--- config.mk ---
export PLATFORM = sky130hd
export DESIGN_NAME = neuron_feeder
export DESIGN_NICKNAME = d
export VERILOG_FILES = /design/src/rtl/neuron_feeder.sv
export SDC_FILE = /design/constraint.sdc
export NUM_CORES = 1
export LEC_CHECK = 0
export ABC_AREA = 0
export ABC_CLOCK_PERIOD_IN_PS = 2120
export CORE_MARGIN = 2
export CORE_UTILIZATION = 35
export DETAILED_ROUTE_END_ITERATION = 10
export PLACE_DENSITY_LB_ADDON = 0.15
export SYNTH_ARGS = -nofsm -noshare
export SYNTH_HDL_FRONTEND = slang
export SYNTH_SLANG_ARGS = --single-unit
--- constraint.sdc ---
create_clock -name clk -period 2.12 [get_ports clk]
set_input_delay 0.212 -clock clk [delete_from_list [all_inputs] [get_ports clk]]
set_output_delay 0.212 -clock clk [all_outputs]
set_load 0.05 [all_outputs]
--- src/rtl/neuron_feeder.sv ---
// neuron_feeder: sequencer that feeds a neuron_Nbits instance from two small
// register files. A run clears the neuron's accumulator for one cycle, streams
// n (W,X) pairs with en high, waits for the neuron's registered output, then
// captures that output into result and pulses done.
//
// Observable timeline, where edge 0 is the edge that samples start:
//   after edge 0            : busy=1 (state CLEAR)
//   after edge 1            : nrn_rst_n=0, en=0 (accumulator clear)
//   after edges 2..n+1      : en=1, (W,X) = (wfile[k], xfile[k]), k=0..n-1
//   after edges n+2..n+1+WC : en=0, W/X hold the last pair
//   after edge n+2+WC       : done=1, busy=0, result=nrn_out
module neuron_feeder #(
    parameter int WIDTH    = 8,
    parameter int DEPTH    = 16,
    parameter int AW       = $clog2(DEPTH),
    parameter int WAIT_CYC = 1
) (
    input  logic                    clk,
    input  logic                    rst,
    input  logic                    wr_en,
    input  logic                    wr_sel,
    input  logic [AW-1:0]           wr_addr,
    input  logic signed [WIDTH-1:0] wr_data,
    input  logic [AW:0]             len,
    input  logic                    start,
    output logic signed [WIDTH-1:0] W,
    output logic signed [WIDTH-1:0] X,
    output logic                    en,
    output logic                    nrn_rst_n,
    input  logic signed [WIDTH-1:0] nrn_out,
    output logic                    busy,
    output logic                    done,
    output logic signed [WIDTH-1:0] result
);

    // Vector length limit expressed in the width of len.
    localparam logic [AW:0] DEPTH_L = (AW + 1)'(DEPTH);

    // Wait counter wide enough to hold WAIT_CYC itself.
    localparam int              WCW    = $clog2(WAIT_CYC + 1) + 1;
    localparam logic [WCW-1:0]  WAIT_L = WCW'(WAIT_CYC);

    typedef enum logic [1:0] {
        IDLE,
        CLEAR,
        STREAM,
        WAIT
    } state_t;

    state_t            state;
    logic [AW-1:0]     idx;
    logic [AW:0]       n;
    logic [WCW-1:0]    wcnt;
    logic              last_pair;
    logic              wr_ok;

    // Register files: contents survive reset, only the sequencer is reset.
    logic signed [WIDTH-1:0] wfile [DEPTH];
    logic signed [WIDTH-1:0] xfile [DEPTH];

    // Writes are accepted only while idle and only to existing entries.
    assign wr_ok = wr_en && !busy && ({1'b0, wr_addr} < DEPTH_L);

    // The cycle that streams entry n-1 ends the STREAM phase.
    assign last_pair = ({1'b0, idx} == (n - 1'b1));

    // Weight register file write port.
    always_ff @(posedge clk) begin
        if (wr_ok && !wr_sel) begin
            wfile[wr_addr] <= wr_data;
        end
    end

    // Input register file write port.
    always_ff @(posedge clk) begin
        if (wr_ok && wr_sel) begin
            xfile[wr_addr] <= wr_data;
        end
    end

    // Sequencer FSM with all neuron-facing and status outputs registered.
    always_ff @(posedge clk or posedge rst) begin
        if (rst) begin
            state     <= IDLE;
            idx       <= '0;
            n         <= '0;
            wcnt      <= '0;
            W         <= '0;
            X         <= '0;
            en        <= 1'b0;
            nrn_rst_n <= 1'b0;
            busy      <= 1'b0;
            done      <= 1'b0;
            result    <= '0;
        end else begin
            done <= 1'b0;
            case (state)
                IDLE: begin
                    en        <= 1'b0;
                    nrn_rst_n <= 1'b1;
                    if (start) begin
                        if (len == '0) begin
                            // Empty vector: report completion, leave result alone.
                            done <= 1'b1;
                        end else begin
                            n     <= (len > DEPTH_L) ? DEPTH_L : len;
                            idx   <= '0;
                            busy  <= 1'b1;
                            state <= CLEAR;
                        end
                    end
                end

                CLEAR: begin
                    en        <= 1'b0;
                    nrn_rst_n <= 1'b0;
                    wcnt      <= '0;
                    state     <= STREAM;
                end

                STREAM: begin
                    nrn_rst_n <= 1'b1;
                    en        <= 1'b1;
                    W         <= wfile[idx];
                    X         <= xfile[idx];
                    if (last_pair) begin
                        state <= WAIT;
                    end else begin
                        idx <= idx + 1'b1;
                    end
                end

                WAIT: begin
                    // WAIT_CYC idle cycles let the neuron's output settle,
                    // the following edge captures it.
                    en <= 1'b0;
                    if (wcnt == WAIT_L) begin
                        result <= nrn_out;
                        done   <= 1'b1;
                        busy   <= 1'b0;
                        state  <= IDLE;
                    end else begin
                        wcnt <= wcnt + 1'b1;
                    end
                end

                default: begin
                    state <= IDLE;
                end
            endcase
        end
    end

endmodule

# Yosys cells after proc, flatten, opt, wreduce, memory -nomap -nowiden
# Memories as Yosys holds them, arrays and structs flattened. A register that Yosys moved wholly into a read port is not among the register bits.
# Index checks and enable logic that the tools add are counted.
# word_totals
wordCells	72
out_inout_bits	28
ff_bits	25
input_bits	30
n_memories	2
ram_bits	256
# memory_table
name	depth	word_bits	rd	rd_ports_with_merged_regs	wr	line	source
wfile	16	8	1	1	1	58	logic signed [WIDTH-1:0] wfile [DEPTH];
xfile	16	8	1	1	1	59	logic signed [WIDTH-1:0] xfile [DEPTH];
# op_classes
reduce_logical	19
n_eq_ne	11
bitwise_logic	1
n_lt_le_gt_ge	1
n_addsub	3
mux	26
# op_table
op	n
$mux W4	3
$ne A2 B2 Y1 const B	6
$reduce_and A4 Y1	3
$mux W1	10
$mux W2	5
$pmux W1 S2	4
$pmux W2 S4	1
$pmux W4 S2	1
$reduce_bool A2 Y1	4
$eq A4 B5 Y1	1
$gt A5 B5 Y1 const B	1
$logic_not A5 Y1	1
$mux W5	1
$sub A5 B1 Y5 const B	1
$add A4 B1 Y4 const B	1
$eq A2 B1 Y1 const B	2
$eq A2 B2 Y1 const B	2
$pmux W2 S2	1
$reduce_and A2 Y1	2
$logic_and A1 B1 Y1	3
$reduce_and A3 Y1	1
$reduce_or A3 Y1	1
$add A2 B1 Y2 const B	1
$logic_not A1 Y1	2
3 further kinds	3

# Longest topological paths before layout
# depth
word_depth	5
ltp_mapped	8

# Worst setup path before layout
# No wires, ideal clock.
# synth_timing
path_kind	register -> register
from	reg busy
to	mem wfile[2][0] (enable)
path_slack_ns	-0.044
period_less_slack_ns	2.164
t_arrival_ns	1.781
stages_incl_launch_ff	4
cell_sequence	dfrtp_1 > nor3b_1 > nand3b_1 > nor3_1
# synth_between
elab_chain_cells	5
# synth_rtl
element	line	source
start, declared	31	output logic busy,
start signal, assigned	92	busy <= 1'b0;
start signal, assigned	108	busy <= 1'b1;
start signal, assigned	140	busy <= 1'b0;
$logic_not A1 Y1	62	assign wr_ok = wr_en && !busy && ({1'b0, wr_addr} < DEPTH_L);
$logic_and A1 B1 Y1	62	
$logic_and A1 B1 Y1	69	if (wr_ok && !wr_sel) begin
$mux W1	69	
$mux W1 (implied by the code)	70	wfile[wr_addr] <= wr_data;
end, declared	58	
# No other way between the ends.

# Final worst setup path
# layout_timing
from	reg W[1] (read register of wfile)
to	out W[1]
# layout_lines
element	line	source
start, declared	26	output logic signed [WIDTH-1:0] W,
# No word-level cell between the ends.

==> results by group <==
Power and ir drop
  • Switch share: 19.1%
  • PD cells: 852 nW/um^2
  • Reg power frac: 51.0%
  • Total power draw: 12.5 mW
  • Comb pwr share: 2.1%
  • Max IR drop VDD: 0.000592 V
  • Internal power: 10.1 mW
  • Leak: 5.03 nW
  • Clock network power share: 47.0%
  • Switching pwr: 2.38 mW

Timing
  • Final setup fails: 0
  • Final Hold Fails: 0
  • Slew @ Worst Pin: 584 ps
  • Fin crit share: 96.7%
  • RSZ-0062 raised after global routing: false
  • FMAX: 488 MHz
  • Final WS setup: 69.7 ps
  • Final TNS setup: 0 ps
  • Rel. slew slack: 60.9%
  • Min Tclk post-route: 2050 ps
  • Worst-case clock skew: 8.08 ps
  • Slew Limit Fails: 0

Clock network
  • Clock sink total: 297
  • Hold buffers post-CTS: 0
  • CTS buffer count: 31
  • Clk slew on worst S/H paths: 60 ps
  • Max H-tree Level: 1
  • TritonCTS clock tree: built
  • Clock root buffer master: clkbuf_16
  • Clock buffer depth: 3
  • Clock Latency Late Sink: 560 ps

Routing
  • Via count: 6,224
  • Vias per inst: 4.96
  • DRC Markers: 0
  • Initial DRC count: 437
  • Routed WL: 26,200 um
  • WL/cell: 20.9 um
  • Detailed Routing Iterations Pass 1: 5
  • Routed Antenna Nets: 0

Global routing
  • Largest net degree at the start of global routing: 52
  • Antenna violations before repair: 0
  • GRT Util Overall: 14.9%
  • Vias in the first global route: 6,709
  • First-pass GRT wire length: 40,100 um
  • Grt ovf: 0

Worst setup path
  • Crit-path cells: clkdlybuf4s50_1
  • Reg2reg start: idx[0]
  • CP Capture Point: W[1]
  • Crit path max-delay cell type: clkdlybuf4s50_1
  • Stages on worst setup path: 1
  • Critical Path End Type: primary output
  • Worst EP required: 1910 ps
  • CP top delay family: buffers and inverters
  • Worst Setup SP: W[1]
  • WS Path Type: reg2out
  • Worst r2r dst: X[5]
  • Buf/Inv on CP: 1
  • R2R Setup Slk: 120 ps
  • Slowest stage delay, CP: 880 ps
  • Setup crit start kind: flip-flop
  • Largest fanout on the critical path: 2
  • WP data arrival: 1840 ps
  • Cells on worst reg2reg path: 6

Yosys
  • Area share of the largest cell type after synthesis: 64.7%
  • Syn_area_per_cell: 18.1 um^2
  • Post-Syn Area: 11,900 um^2
  • Synth cell types: 45
  • Predominant post-synthesis flop cell: edfxtp_1
  • Post-synthesis sequential area ratio: 73.3%
  • Syn_nets: 694
  • Fraction of registers with async set/reset: 13.8%
  • Synth Register Bits: 297
  • Yosys warnings: 0
  • Area contributors post-synth: edfxtp_1 (65%), mux4_2 (9.5%), dfrtp_1 (8.6%)
  • Syn Inst Count: 656
  • Cell taking the most area after synthesis: edfxtp_1
  • Post-synth EDFFs: 256

Layout
  • Share of cells above drive strength 1: 24.8%
  • Filler cells: 2,935
  • Footprint of the multi-input gates: 3000 um^2
  • Syn-to-layout area delta: 23.2%
  • Core Util, Final: 43.8%
  • Fin nets: 820
  • Register area: 8720 um^2
  • Antenna Cells: 0
  • Design area: 14,600 um^2

Floorplan
  • CORE AREA: 33,400 um^2
  • Chip Height: 188 um
  • Site row count: 67
  • Starting Density: 35.5%
  • DIE AREA: 35,500 um^2
  • Width of the die: 188 um
  • IO Pins: 58

Place
  • Final HPWL from detailed placement: 16,700 um
  • Placed inst area: 13,500 um^2
  • Pre-CTS setup slack: 80.2 ps
  • Port buffer count: 57
  • Final GP Congestion: 0.826

Hold path
  • Tightest Hold Check Type: in2async

Status
  • Status: finished clean

Job
  • Max_cap viols: 0
power by group through the flow:
stage	registers (mW)	clock network [mW]	logic [mW]
detailed placement	6.48	0	0.262
global route	6.36	6.25	0.279
floorplan	6.51	0	0.0423
CTS	6.36	6.02	0.262
global placement	6.48	0	0.252
finish	6.36	5.86	0.257
per-layer routing:
layer  global-route usage, %  vias up  wire [um]
met5                       0        -          0
met4                    3.67        0        541
met1                    20.5     3192      12100
li1                        -     2858          -
met3                    2.25       39        935
met2                    25.1      135      12700
Yosys cell counts, types with 2 or more instances:
cell type and count:
o21ai_0 10, a21oi_1 20, nor3_1 18, mux2_1 14
nand2b_1 8, dfrtp_1 41, nor2_1 45, buf_4 6
inv_1 9, edfxtp_1 256, o31ai_1 3, nand2_1 18
mux4_2 50, o22ai_1 14, mux2_2 15, o21ai_1 17
nand3b_1 5, xor2_1 2, xnor2_1 3, buf_2 9
nand4_1 3, nand3_1 3, buf_1 4, o21bai_1 8
ha_1 8, clkbuf_1 15, mux2i_1 34
area by class of cell:
class | count | share of cell area [%]
Clock inverter | 21 | 2.06
Multi-Input combinational cell | 316 | 20.5
Inverter | 9 | 0.231
Clock buffer | 37 | 5.66
Sequential cell | 297 | 59.5
Timing Repair Buffer | 127 | 8.16
Tap cell | 448 | 3.83
stage by stage:
| stage | hold slack (ps) | instances |
|---|---|---|
| 2_1_floorplan | 311 | 656 |
| 3_3_place_gp | 487 | 1197 |
| 3_5_place_dp | 497 | 1197 |
| 4_1_cts | 21.7 | 1255 |
| 5_1_grt | 60.3 | 1255 |
| 6_report | 24.5 | 1255 |
worst register-to-register path, stage by stage (launching register included):
cell and delay, ps:
dfrtp_4 540, buf_12 190, mux4_2 520, mux2i_1 310
nor2_1 70, a21oi_1 150, o21ai_1 100
cell families (layout without fill, tap and decap cells):
kind of cell               count (synthesis)  count (layout)  synth area share, %
DFF                                      297             297                 73.3
xor gates and xnor gates                   5               5                0.368
adders and majority gates                  8               8                0.842
muxes                                    114             114                 15.2
and+or+nand+nor                          108             108                 4.37
buffers and inverters                     43             194                 1.64
AOI/OAI and AO/OA                         81              81                 4.27
layout by cell type (no fill, tap or decap), drive strengths merged, types with 2 or more instances in the layout:
cell type,instances
a21oi,20
buf,70
bufinv,7
clkbuf,37
clkdlybuf4s50,56
clkinv,9
clkinvlp,2
dfrtp,41
edfxtp,256
ha,8
inv,12
mux2,30
mux2i,34
mux4,50
nand2,18
nand2b,8
nand3,3
nand3b,5
nand4,3
nor2,45
nor3,18
o21ai,28
o21bai,8
o22ai,14
o311ai,2
o31ai,3
xnor2,3
xor2,2
sequential cells by signal (all words and copies together), names as in the netlist:
signal     count
wfile        128
xfile        128
W              8
X              8
result         8
n              5
idx            4
state          2
wcnt           2
busy           1
done           1
en             1
nrn_rst_n      1
worst min-delay path by stage:
stage	start	end	slack, ps	cells past startpoint
3_5_place_dp	result[2]	result[2]	500	1
5_1_grt	rst	result[4]	60	2
3_3_place_gp	result[2]	result[2]	490	1
2_1_floorplan	wr_data[0]	wfile[0][0]	310	0
6_report	rst	result[7]	20	2
4_1_cts	rst	result[4]	20	2
repair_timing:
| action | CTS | global route |
|---|---|---|
| endpoints found under the setup margin | 1 | 1 |
| gates resized for setup | 1 | 1 |
| buffers inserted | 0 | 0 |
| endpoints found under the hold margin | 0 | 0 |
No activity file was read; power rests on OpenSTA's default activity.
